## src/rtl/ro_puf_pkg.sv

```systemverilog
// Shared definitions for the ring-oscillator count sender: default widths and
// the transmit-side state type.
package ro_puf_pkg;

   localparam int RO_COUNT_W_DEF     = 16;
   localparam int RO_SYNC_STAGES_DEF = 2;

   typedef enum logic [1:0] {
      ST_IDLE  = 2'd0,
      ST_COUNT = 2'd1,
      ST_HOLD  = 2'd2,
      ST_ACK   = 2'd3
   } ro_tx_state_t;

   function automatic logic ro_state_busy(input ro_tx_state_t s);
      return (s != ST_IDLE);
   endfunction

endpackage

```

## src/rtl/ro_count_sender_bit_sync.sv

```systemverilog
// Single-bit multi-flop synchronizer with asynchronous active-high reset.
// STAGES must be at least 2.
module bit_sync #(
   parameter int STAGES = 2
) (
   input  logic clk,
   input  logic reset,
   input  logic d,
   output logic q
);

   logic [STAGES-1:0] sync_q;
   logic [STAGES-1:0] sync_d;

   always_comb begin
      sync_d = {sync_q[STAGES-2:0], d};
   end

   always_ff @(posedge clk or posedge reset) begin
      if (reset) begin
         sync_q <= '0;
      end else begin
         sync_q <= sync_d;
      end
   end

   assign q = sync_q[STAGES-1];

endmodule

```

## src/rtl/ro_count_sender.sv

```systemverilog
// Counts ring-oscillator edges while enabled and hands the captured count to
// a requester over a four-phase req/ack handshake, all clocked by the RO.
//
//   state    | meaning
//   ---------+------------------------------------------------------------
//   ST_IDLE  | counter cleared, waiting for enable or a read request
//   ST_COUNT | counting one per edge (saturating)
//   ST_HOLD  | enable dropped, count frozen until resume or read
//   ST_ACK   | count captured, ack high until req is released
module ro_count_sender
   import ro_puf_pkg::*;
#(
   parameter int COUNT_W     = RO_COUNT_W_DEF,
   parameter int SYNC_STAGES = RO_SYNC_STAGES_DEF
) (
   input  logic               count_clk,
   input  logic               reset,
   input  logic               en,
   input  logic               req,
   output logic               ack,
   output logic [COUNT_W-1:0] count_data,
   output logic               overflow,
   output logic               busy
);

   localparam logic [COUNT_W-1:0] CNT_MAX = '1;
   localparam logic [COUNT_W-1:0] CNT_ONE = {{(COUNT_W-1){1'b0}}, 1'b1};

   logic en_s;
   logic req_s;

   ro_tx_state_t       state_q, state_d;
   logic [COUNT_W-1:0] cnt_q, cnt_d;
   logic               sat_q, sat_d;
   logic               ack_q, ack_d;
   logic [COUNT_W-1:0] count_data_q, count_data_d;
   logic               overflow_q, overflow_d;

   logic               cnt_at_max;
   logic [COUNT_W-1:0] cnt_inc;
   logic               sat_inc;

   bit_sync #(.STAGES(SYNC_STAGES)) u_en_sync (
      .clk   (count_clk),
      .reset (reset),
      .d     (en),
      .q     (en_s)
   );

   bit_sync #(.STAGES(SYNC_STAGES)) u_req_sync (
      .clk   (count_clk),
      .reset (reset),
      .d     (req),
      .q     (req_s)
   );

   // Saturating increment: at the top value the count sticks and sat records
   // the lost edge instead of wrapping.
   always_comb begin
      cnt_at_max = (cnt_q == CNT_MAX);
      cnt_inc    = cnt_at_max ? cnt_q : (cnt_q + CNT_ONE);
      sat_inc    = sat_q | cnt_at_max;
   end

   always_comb begin
      state_d      = state_q;
      cnt_d        = cnt_q;
      sat_d        = sat_q;
      ack_d        = ack_q;
      count_data_d = count_data_q;
      overflow_d   = overflow_q;

      unique case (state_q)
         ST_IDLE: begin
            cnt_d = '0;
            sat_d = 1'b0;
            ack_d = 1'b0;
            if (req_s) begin
               state_d      = ST_ACK;
               count_data_d = '0;
               overflow_d   = 1'b0;
               ack_d        = 1'b1;
            end else if (en_s) begin
               state_d = ST_COUNT;
               cnt_d   = cnt_inc;
               sat_d   = sat_inc;
            end
         end

         ST_COUNT: begin
            if (req_s) begin
               state_d      = ST_ACK;
               count_data_d = cnt_q;
               overflow_d   = sat_q;
               ack_d        = 1'b1;
               cnt_d        = '0;
               sat_d        = 1'b0;
            end else if (!en_s) begin
               state_d = ST_HOLD;
            end else begin
               cnt_d = cnt_inc;
               sat_d = sat_inc;
            end
         end

         ST_HOLD: begin
            if (req_s) begin
               state_d      = ST_ACK;
               count_data_d = cnt_q;
               overflow_d   = sat_q;
               ack_d        = 1'b1;
               cnt_d        = '0;
               sat_d        = 1'b0;
            end else if (en_s) begin
               state_d = ST_COUNT;
               cnt_d   = cnt_inc;
               sat_d   = sat_inc;
            end
         end

         ST_ACK: begin
            cnt_d = '0;
            sat_d = 1'b0;
            if (!req_s) begin
               state_d = ST_IDLE;
               ack_d   = 1'b0;
            end
         end

         default: begin
            state_d = ST_IDLE;
            cnt_d   = '0;
            sat_d   = 1'b0;
            ack_d   = 1'b0;
         end
      endcase
   end

   always_ff @(posedge count_clk or posedge reset) begin
      if (reset) begin
         state_q      <= ST_IDLE;
         cnt_q        <= '0;
         sat_q        <= 1'b0;
         ack_q        <= 1'b0;
         count_data_q <= '0;
         overflow_q   <= 1'b0;
      end else begin
         state_q      <= state_d;
         cnt_q        <= cnt_d;
         sat_q        <= sat_d;
         ack_q        <= ack_d;
         count_data_q <= count_data_d;
         overflow_q   <= overflow_d;
      end
   end

   assign ack        = ack_q;
   assign count_data = count_data_q;
   assign overflow   = overflow_q;
   assign busy       = ro_state_busy(state_q);

endmodule

```

## config.mk

```make
export PLATFORM = sky130hd
export DESIGN_NAME = ro_count_sender
export DESIGN_NICKNAME = d
export VERILOG_FILES = /design/src/rtl/ro_puf_pkg.sv /design/src/rtl/ro_count_sender_bit_sync.sv /design/src/rtl/ro_count_sender.sv
export SDC_FILE = /design/constraint.sdc
export NUM_CORES = 1
export LEC_CHECK = 0
export CAP_MARGIN = 20
export CORE_UTILIZATION = 59
export DETAILED_ROUTE_END_ITERATION = 10
export GPL_TIMING_DRIVEN = 0
export PLACE_DENSITY = 0.83
export SYNTH_ARGS = -nofsm -noshare
export SYNTH_HDL_FRONTEND = slang
export SYNTH_SLANG_ARGS = --single-unit
```

## constraint.sdc

```tcl
create_clock -name count_clk -period 5.1 [get_ports count_clk]
set_clock_uncertainty 0.1 [all_clocks]
set_input_delay 0.51 -clock count_clk [delete_from_list [all_inputs] [get_ports count_clk]]
set_output_delay 0.51 -clock count_clk [all_outputs]
set_load 0.01 [all_outputs]
```

==> results.toml, run 1 <==
[run_status]
outcome = "complete, no violations"

[clock_tree]
post_cts_resize_count = 0
hold_buf_count_cts = 0
clockRootBuffer = "clkbuf_4"
htreeDepth = 2
cts_made_buffers = 5
insertion_delay_ns = 0.35
cts.clk_slew.worst_paths_ns = 0.10
post-cts-setup-buffer-count = 0
clock_tree_from_tritoncts = "built"
clock_tree.buffer_depth = 2
clkSinkCount = 41

[sta]
setup_viol = 0
fmax_mhz = 400
setup_tns_ns = 0
minimum_clock_period_after_layout_ns = 2.50
report.final.slew_viol_count = 0
min_period_over_period_pct = 49.0
rsz0062_at_grt = "no"
timing.slew.headroom_pct = 44.7
tightestPinTransition_ns = 0.828
fin_hold_viols = 0

[drt]
detail_route.first_pass.iterations = 4
routed-via-count = 1633
antenna_violating_nets_post_route = 0
post_drt_wl_per_cell_um = 17.6
finalWirelength_um = 4460
drtIter0Drc = 106
drt-vias-per-instance = 6.43
drc_violation_count_after_routing = 0

[layout]
finalInstanceArea_um2 = 2300
antenna_cells = 0
layout.nets = 220
area_growth_from_synthesis_to_layout_pct = 16.8
drive_gt1_share_pct = 8.10
postLayoutCoreUtil_pct = 74.0
final_cells = 254

[floorplan]
start_util_pct = 63.3
fp.dieH_um = 59.7
fp.dieW_um = 59.7
ios = 23
die_area_um2 = 3570
design.core.area_um2 = 3100
rows = 20

[yosys]
ys.warnings.count = 0
number_of_enable_flip_flop_cells_after_synthesis = 0
synth-seq-cells = 41
post_synth_num_cell_types = 45
synth.cell_area_um2 = 1970
async_reset_ff_share_pct = 100
top_area_cells_in_the_synthesized_netlist = "dfrtp_1, a22o_1, ha_1"
ys.flop_type = "dfrtp_1"
post-synth-top-area-fraction_pct = 52.2
syn_avg_cell_area_um2 = 10.9
syn-instance-count = 181
post_synth_net_total = 191
synth_largest_area_cell = "dfrtp_1"
synth.yosys.seq_area_share_pct = 52.2

[grt]
globalRoute.totalOverflow = 0
grt_antenna_before_repair = 0
grt_pass1_wl_um = 7360
grt_start_max_net_pins = 42
via_count_of_the_first_global_routing_pass = 1534
grt.total_usage_pct = 28.5

[power_and_ir_drop]
p_leak_nw = 1.00
power-per-cell-area_nw_per_um2 = 359
ir_worst_vdd_mv = 0.280

[critical_path]
worst_ep_required_time_ns = 4.49
crit_path_end_kind = "output pin"
timing.critical_path.fanout_max = 8
setup.worst_path.class = "reg2out"
arrival_ns = 1.89
cp-start-kind = "flop"

[placed_design]
place.detailed.instances = 247
numPortBuffers = 22
dp_hpwl_um = 3150
detailed_place.area_um2 = 2240
finalWeightedCongestion = 0.913

[run]
maxCapViolCount = 0

[worst_hold_path]
timing.hold.worst.class = "reg2reg"
==> final timing paths <==
path,start,slack (ns),cells past startpoint,end
worst min register to register,u_en_sync.sync_q[0],0.26,0,u_en_sync.sync_q[1]
max in group asynchronous,reset,3.84,2,state_q[1]
worst max register to register,state_q[0],2.71,7,cnt_q[14]
min in group asynchronous,reset,0.53,2,count_data[8]
worst min-delay path,u_en_sync.sync_q[0],0.26,0,u_en_sync.sync_q[1]
worst max-delay path,state_q[0],2.60,5,busy
==> per-layer routing <==
| layer | global-route usage [%] | vias up | part of all wire (%) |
|---|---|---|---|
| li1 | - | 749 | - |
| met1 | 37.9 | 835 | 44 |
| met2 | 46.2 | 42 | 51 |
| met3 | 4.76 | 7 | 3.5 |
| met4 | 12.3 | 0 | 1.5 |
| met5 | 0 | - | 0 |
==> cells in the mapped netlist (3+ instances only) <==
cell type / number
dfrtp_1: 41
a22o_1: 17
a21oi_1: 12
nand4_1: 10
o21ai_0: 9
nor2_1: 8
clkbuf_1: 7
nand2_1: 7
ha_1: 6
nand3_1: 6
inv_1: 5
or3_1: 5
or4_1: 5
nor3_1: 3
o31ai_1: 3
==> stage by stage <==
stage / hold slack (ns) / power, W / worst slack (ns)
2_1_floorplan: 0.231 / 0.000565 / 3.01
3_3_place_gp: 0.236 / 0.000644 / 2.78
3_5_place_dp: 0.240 / 0.000663 / 2.78
4_1_cts: 0.263 / 0.000826 / 2.59
5_1_grt: 0.270 / 0.000873 / 2.49
6_report: 0.263 / 0.000824 / 2.60
==> critical path, cell delays in order, from the launching register on <==
cell and delay (ns):
dfrtp_1 0.45, inv_1 0.12, ha_1 0.16, clkbuf_1 0.27, inv_1 0.07, clkdlybuf4s50_1 0.48
==> flip-flops by register name (all words and copies together), names as in the netlist <==
name	flops
cnt_q	16
count_data	16
state_q	2
u_en_sync.sync_q	2
u_req_sync.sync_q	2
ack	1
overflow	1
sat_q	1
==> logic make-up after synthesis <==
family | synth area share (%)
buffers and inverters | 3.69
DFF | 52.2
muxes | 0.573
AOI/OAI and AO/OA | 19.5
adders and majority gates | 3.82
and+or+nand+nor | 20.2
==> cell type report <==
type | instances | area (µm²)
Fill cell | 249 | 807
Timing Repair Buffer | 22 | 220
Sequential cell | 41 | 1030
Clock buffer | 7 | 55.1
Multi-Input combinational cell | 124 | 867
Inverter | 5 | 18.8
Tap cell | 44 | 55.1
Buffer | 11 | 53.8
==> cells in the final DEF, fill, tap and decap left out, types with 2 or more instances in the layout <==
cell and count:
dfrtp_1 41, nand4_1 10, clkdlybuf4s50_1 22, a22o_1 17, o31ai_1 3, o21ai_0 9, and3_1 2, o211ai_1 2
clkbuf_1 8, and4_1 2, nand2_1 7, or4_1 5, ha_1 6, or3_1 5, inv_1 4, a21oi_1 12
nand3_1 6, nor3b_1 2, nor2_1 8, clkbuf_4 5, nor3_1 3, and2_1 2, or3b_2 2, a31oi_1 2
==> report_power, final <==
group / internal (W) / switching [W]
Combinational: 0.000106 / 0.000180
Clock: 0.0000651 / 0.0000964
Sequential: 0.000351 / 0.0000263
Total: 0.000522 / 0.000302
(Power assumes the default switching activity.)
==> inputs of run 2 (changes only) <==
--- a/config.mk
+++ b/config.mk
@@ -6,10 +6,10 @@
 export NUM_CORES = 1
 export LEC_CHECK = 0
 export CAP_MARGIN = 20
-export CORE_UTILIZATION = 59
+export CORE_UTILIZATION = 49
 export DETAILED_ROUTE_END_ITERATION = 10
 export GPL_TIMING_DRIVEN = 0
-export PLACE_DENSITY = 0.83
+export PLACE_DENSITY = 0.74
 export SYNTH_ARGS = -nofsm -noshare
 export SYNTH_HDL_FRONTEND = slang
 export SYNTH_SLANG_ARGS = --single-unit
==> constraint.sdc (replaced) <==
create_clock -name count_clk -period 2.19 [get_ports count_clk]
set_clock_uncertainty 0.1 [all_clocks]
set_input_delay 0.219 -clock count_clk [delete_from_list [all_inputs] [get_ports count_clk]]
set_output_delay 0.219 -clock count_clk [all_outputs]
set_load 0.01 [all_outputs]
==> run 2 against run 1 <==
Compared with the run above: non-clock buffer count rose by 1; via count rose by 0.80%; clock power rose to 3.8 times the previous value; setup slack got worse by 2.5 ns; sequential power rose by 130%; critical endpoint is now cnt_q[11]; largest power group unchanged; highest routed layer unchanged.
==> results.toml, run 2 (synthesized netlist as in run 1, its figures left out) <==
[critical_path]
arrival_ns = 2.24
timing.critical_path.slowest_stage_cell = "or4_1"
worst_ep_required_time_ns = 2.31
crit_path_end_kind = "flop"
cp-start-kind = "flop"
setup.worst_path.class = "reg2reg"
timing.critical_path.slowest_cell_delay_ns = 0.56
series_of_cell_instances_along_the_critical_path = "inv_2, ha_4, nor3b_2, or4_1, or3_1, a21oi_1"
timing.critical_path.fanout_max = 7

[layout]
antenna_cells = 0
final_common_cell = "dfrtp_1"
area_growth_from_synthesis_to_layout_pct = 22.8
area_of_the_multi_input_gates_um2 = 901
sequential_cell_area_um2 = 1030
drive_gt1_share_pct = 15.6
layout.nets = 221
fill_cells = 310
most-common-layout-cells = "dfrtp_1, clkdlybuf4s50_1, a22o_1, a21oi_1, nand4_1"

[floorplan]
start_util_pct = 52.5
rows = 22
design.core.area_um2 = 3740
die_area_um2 = 4270
fp.dieW_um = 65.3
ios = 23
fp.dieH_um = 65.3

[grt]
grt_pass1_wl_um = 7630
grt.total_usage_pct = 23.9
grt_start_max_net_pins = 42
globalRoute.totalOverflow = 0
via_count_of_the_first_global_routing_pass = 1583
grt_antenna_before_repair = 0

[drt]
drtIter0Drc = 155
routed-via-count = 1646
drc_violation_count_after_routing = 0
post_drt_wl_per_cell_um = 17.3
drt-vias-per-instance = 6.33
detail_route.first_pass.iterations = 4
antenna_violating_nets_post_route = 0
finalWirelength_um = 4510

[power_and_ir_drop]
netSwitchingPower_w = 0.000778
p_leak_nw = 1.04
switching_share_pct = 34.7
total_power_w = 0.00224
comb_power_share_pct = 33.6
ir_worst_vdd_mv = 0.527
seq_power_share_pct = 38.9
p_int_w = 0.00146
power-per-cell-area_nw_per_um2 = 928
power.clock.fraction_pct = 27.4

[sta]
tightestPinTransition_ns = 0.836
fmax_mhz = 472
setup_viol = 0
minimum_clock_period_after_layout_ns = 2.12
timing.slew.headroom_pct = 44.2
min_period_over_period_pct = 96.8
postLayoutSetupSlackWorst_ns = 0.0693
report.final.slew_viol_count = 0
fin_hold_viols = 0

[placed_design]
place_worst_setup_slack_ns = -0.172
numPortBuffers = 22
finalWeightedCongestion = 0.890
dp_hpwl_um = 2980

[clock_tree]
clockRootBuffer = "clkbuf_8"
clock_tree.buffer_depth = 2
clock_tree_from_tritoncts = "built"
cts.clk_slew.worst_paths_ns = 0.08
insertion_delay_ns = 0.30
hold_buf_count_cts = 0
htreeDepth = 2
cts_made_buffers = 5
clkSinkCount = 41

[run_status]
outcome = "complete, no violations"

[run]
maxCapViolCount = 0

[worst_hold_path]
timing.hold.worst.class = "in2reg"
run 2: cell types whose count changed in the layout (fill, tap and decap cells not counted), sizes merged:
cell / previous run / this run
clkinv: 0 / 1
clkinvlp: 0 / 1
clkbuf: 14 / 10
bufinv: 0 / 1
buf: 4 / 7
run 2: worst paths after layout:
path,startpoint,endpoint,slack [ns],cells past startpoint
max,state_q[1],cnt_q[11],0.07,6
min,en,u_en_sync.sync_q[0],0.26,1
max reg2reg,state_q[1],cnt_q[11],0.07,6
min reg2reg,u_req_sync.sync_q[0],u_req_sync.sync_q[1],0.26,0
max in group asynchronous,reset,cnt_q[0],1.10,2
min in group asynchronous,reset,count_data[12],0.31,2
run 2: layout make-up:
type | count | share of cell area, %
flip-flops and latches | 41 | 42.6
multi-input cells | 124 | 37.3
repair buffers | 25 | 10.1
clock buffers | 5 | 2.85
well taps | 48 | 2.49
plain buffers | 9 | 1.97
clock inverters | 3 | 1.92
inverters | 5 | 0.778
run 2: critical path, delay by kind of cell (launching register included):
family,cells,cell delay [ns]
simple gates,3,1.07
fa+ha+maj,1,0.23
buf+inv,1,0.11
compound gates,1,0.14
flops,1,0.40
run 2: power groups by stage:
stage | logic, W | clock network [W] | registers (W)
after floorplan | 0.000427 | 0 | 0.000889
after global placement | 0.000622 | 0 | 0.000885
after detailed placement | 0.000655 | 0 | 0.000892
after CTS | 0.000717 | 0.000624 | 0.000866
after global routing | 0.000819 | 0.000661 | 0.000882
final | 0.000754 | 0.000615 | 0.000872
run 2: through the flow:
stage	setup TNS (ns)	utilization [%]	instance area, µm²	hold WS, ns	cells
2_1_floorplan	0	-	1970	0.150	181
3_3_place_gp	-0.607	60.0	2250	0.238	251
3_5_place_dp	-2.29	60.0	2250	0.242	251
4_1_cts	0	63.8	2390	0.252	261
5_1_grt	-0.0247	64.5	2410	0.250	260
6_report	0	64.5	2410	0.256	260
run 2: what timing repair did:
| item | 4_1_cts | 5_1_grt |
|---|---|---|
| setup buffers | 2 | 1 |
| setup endpoints to repair | 24 | 24 |
| gates resized for setup | 5 | 7 |
| pin swaps | 1 | 2 |
run 2: routing by layer:
layer / global-route usage, % / up-vias / part of all wire [%]
met4: 8.70 / 0 / 2.0
met5: 0 / - / 0
li1: - / 756 / -
met3: 5.90 / 9 / 4.0
met1: 31.3 / 840 / 45
met2: 38.4 / 41 / 49
==> inputs of run 3 (changes only) <==
==> constraint.sdc (replaced) <==
create_clock -name count_clk -period 2.19 [get_ports count_clk]
set_clock_uncertainty 0.1 [all_clocks]
set_input_delay 0.438 -clock count_clk [delete_from_list [all_inputs] [get_ports count_clk]]
set_output_delay 0.438 -clock count_clk [all_outputs]
set_load 0.01 [all_outputs]
==> run 3 against run 2 <==
Compared with the run above: power up 0.23%; critical path depth unchanged; sequential power is essentially flat; global-route usage increased by 0.066 points; sequential share of layout area barely moved; clock-buffer cell count stayed put; fmax hardly changed; critical path type unchanged.
==> results.toml, run 3 (synthesized netlist as in run 1, its figures left out) <==
[run_status]
outcome = "complete, no violations"

[critical_path]
critical_path.reg2reg.endpoint = "cnt_q[11]"
reg2reg_slack_ns = 0.07
cp-start-kind = "flop"
crit_path_start = "state_q[1]"
worst_r2r_startpoint = "state_q[1]"
arrival_ns = 2.24
worst_ep_required_time_ns = 2.31
timing.critical_path.fanout_max = 7
ff2ff_path_depth = 6
worst_setup_path_endpoint = "cnt_q[11]"
crit_path_end_kind = "flop"
setup.worst_path.class = "reg2reg"

[drt]
routed-via-count = 1672
antenna_violating_nets_post_route = 0
drtIter0Drc = 147
drc_violation_count_after_routing = 0
drt-vias-per-instance = 6.38
finalWirelength_um = 4510
post_drt_wl_per_cell_um = 17.2
detail_route.first_pass.iterations = 4

[clock_tree]
clock_tree_from_tritoncts = "built"
clockRootBuffer = "clkbuf_8"
insertion_delay_ns = 0.30
clkSinkCount = 41
cts.clk_slew.worst_paths_ns = 0.08
clock_tree.buffer_depth = 2
hold_buf_count_cts = 0
cts_made_buffers = 5
htreeDepth = 2

[grt]
grt_antenna_before_repair = 0
globalRoute.totalOverflow = 0
via_count_of_the_first_global_routing_pass = 1612
grt.total_usage_pct = 24.0
grt_start_max_net_pins = 42
grt_pass1_wl_um = 7650

[power_and_ir_drop]
p_leak_nw = 1.04
total_power_w = 0.00225
ir_worst_vdd_mv = 0.532
power-per-cell-area_nw_per_um2 = 931

[worst_hold_path]
min-delay-start = "u_req_sync.sync_q[0]"
min_delay_path_depth = 0
timing.hold.worst.class = "reg2reg"

[floorplan]
design.core.area_um2 = 3740
die_area_um2 = 4270
start_util_pct = 52.5
rows = 22
fp.dieH_um = 65.3
ios = 23
fp.dieW_um = 65.3

[sta]
fmax_mhz = 472
tightestPinTransition_ns = 0.826
min_period_over_period_pct = 96.8
report.final.slew_viol_count = 0
timing.slew.headroom_pct = 44.8
setup_viol = 0
minimum_clock_period_after_layout_ns = 2.12
fin_hold_viols = 0
rsz0062_at_grt = "no"

[layout]
layout.nets = 223
fill_cells = 310
most-common-layout-cells = "dfrtp_1, clkdlybuf4s50_1, a22o_1, a21oi_1, nand4_1"
area_growth_from_synthesis_to_layout_pct = 22.7
antenna_cells = 0
finalInstanceArea_um2 = 2410
final_common_cell = "dfrtp_1"
drive_gt1_share_pct = 14.5

[placed_design]
dp_hpwl_um = 2980
numPortBuffers = 22
finalWeightedCongestion = 0.890
detailed_place.area_um2 = 2250

[run]
maxCapViolCount = 0
==> run 3: cell types whose count changed in the layout (fill, tap and decap cells not counted), sizes merged <==
cell,before,now
buf,7,8
clkbuf,10,11
==> run 3: timing repair <==
item | in CTS | in global routing
buffers inserted | 1 | 3
endpoints found under the hold margin | 0 | 0
pin swaps | 1 | 2
gates resized for setup | 5 | 4
setup endpoints to repair | 25 | 13
==> run 3: final cells by class <==
type                    count  area [µm²]  area share (%)
repair buffers             26         250            10.4
clock buffers               5        68.8            2.85
well taps                  48        60.1            2.49
flip-flops and latches     41        1030            42.6
clock inverters             3        46.3            1.92
multi-input cells         124         888            36.8
inverters                   5        18.8           0.778
plain buffers              10        51.3            2.13
==> run 3: metrics by stage <==
stage	instances	TNS, ns	util [%]	hold WS (ns)	worst slack (ns)
floorplan	181	0	-	0.231	0.101
global placement	251	-3.73	60.0	0.238	-0.0790
detailed placement	251	-2.29	60.0	0.242	-0.172
CTS	259	0	63.6	0.266	0.0471
global route	262	0	64.4	0.284	0.00400
finish	262	0	64.4	0.263	0.0692
==> run 3: how the worst min path moves through the flow <==
stage,slack (ns),end
6_report,0.26,u_req_sync.sync_q[1]
2_1_floorplan,0.23,u_en_sync.sync_q[1]
4_1_cts,0.27,u_req_sync.sync_q[1]
3_3_place_gp,0.24,u_req_sync.sync_q[1]
3_5_place_dp,0.24,u_en_sync.sync_q[1]
5_1_grt,0.28,u_req_sync.sync_q[1]
==> run 3: routing by layer <==
metal  part of all wire [%]  track usage, %
met5                      0               0
met4                    1.1            8.70
met3                    4.3            5.90
met2                     51            39.2
met1                     44            30.8
==> run 3: report_power, final <==
group          internal [W]  switching (W)  leakage (nW)
Combinational      0.000312       0.000449         0.436
Sequential         0.000820      0.0000542         0.552
Clock              0.000341       0.000270        0.0543
Total               0.00147       0.000773          1.04
==> run 3: critical path, cell delays in order, from the launching register on <==
cell,delay [ns]
dfrtp_1,0.42
inv_2,0.10
ha_4,0.22
nor3b_1,0.18
or4_1,0.57
or3_1,0.32
a21oi_1,0.14
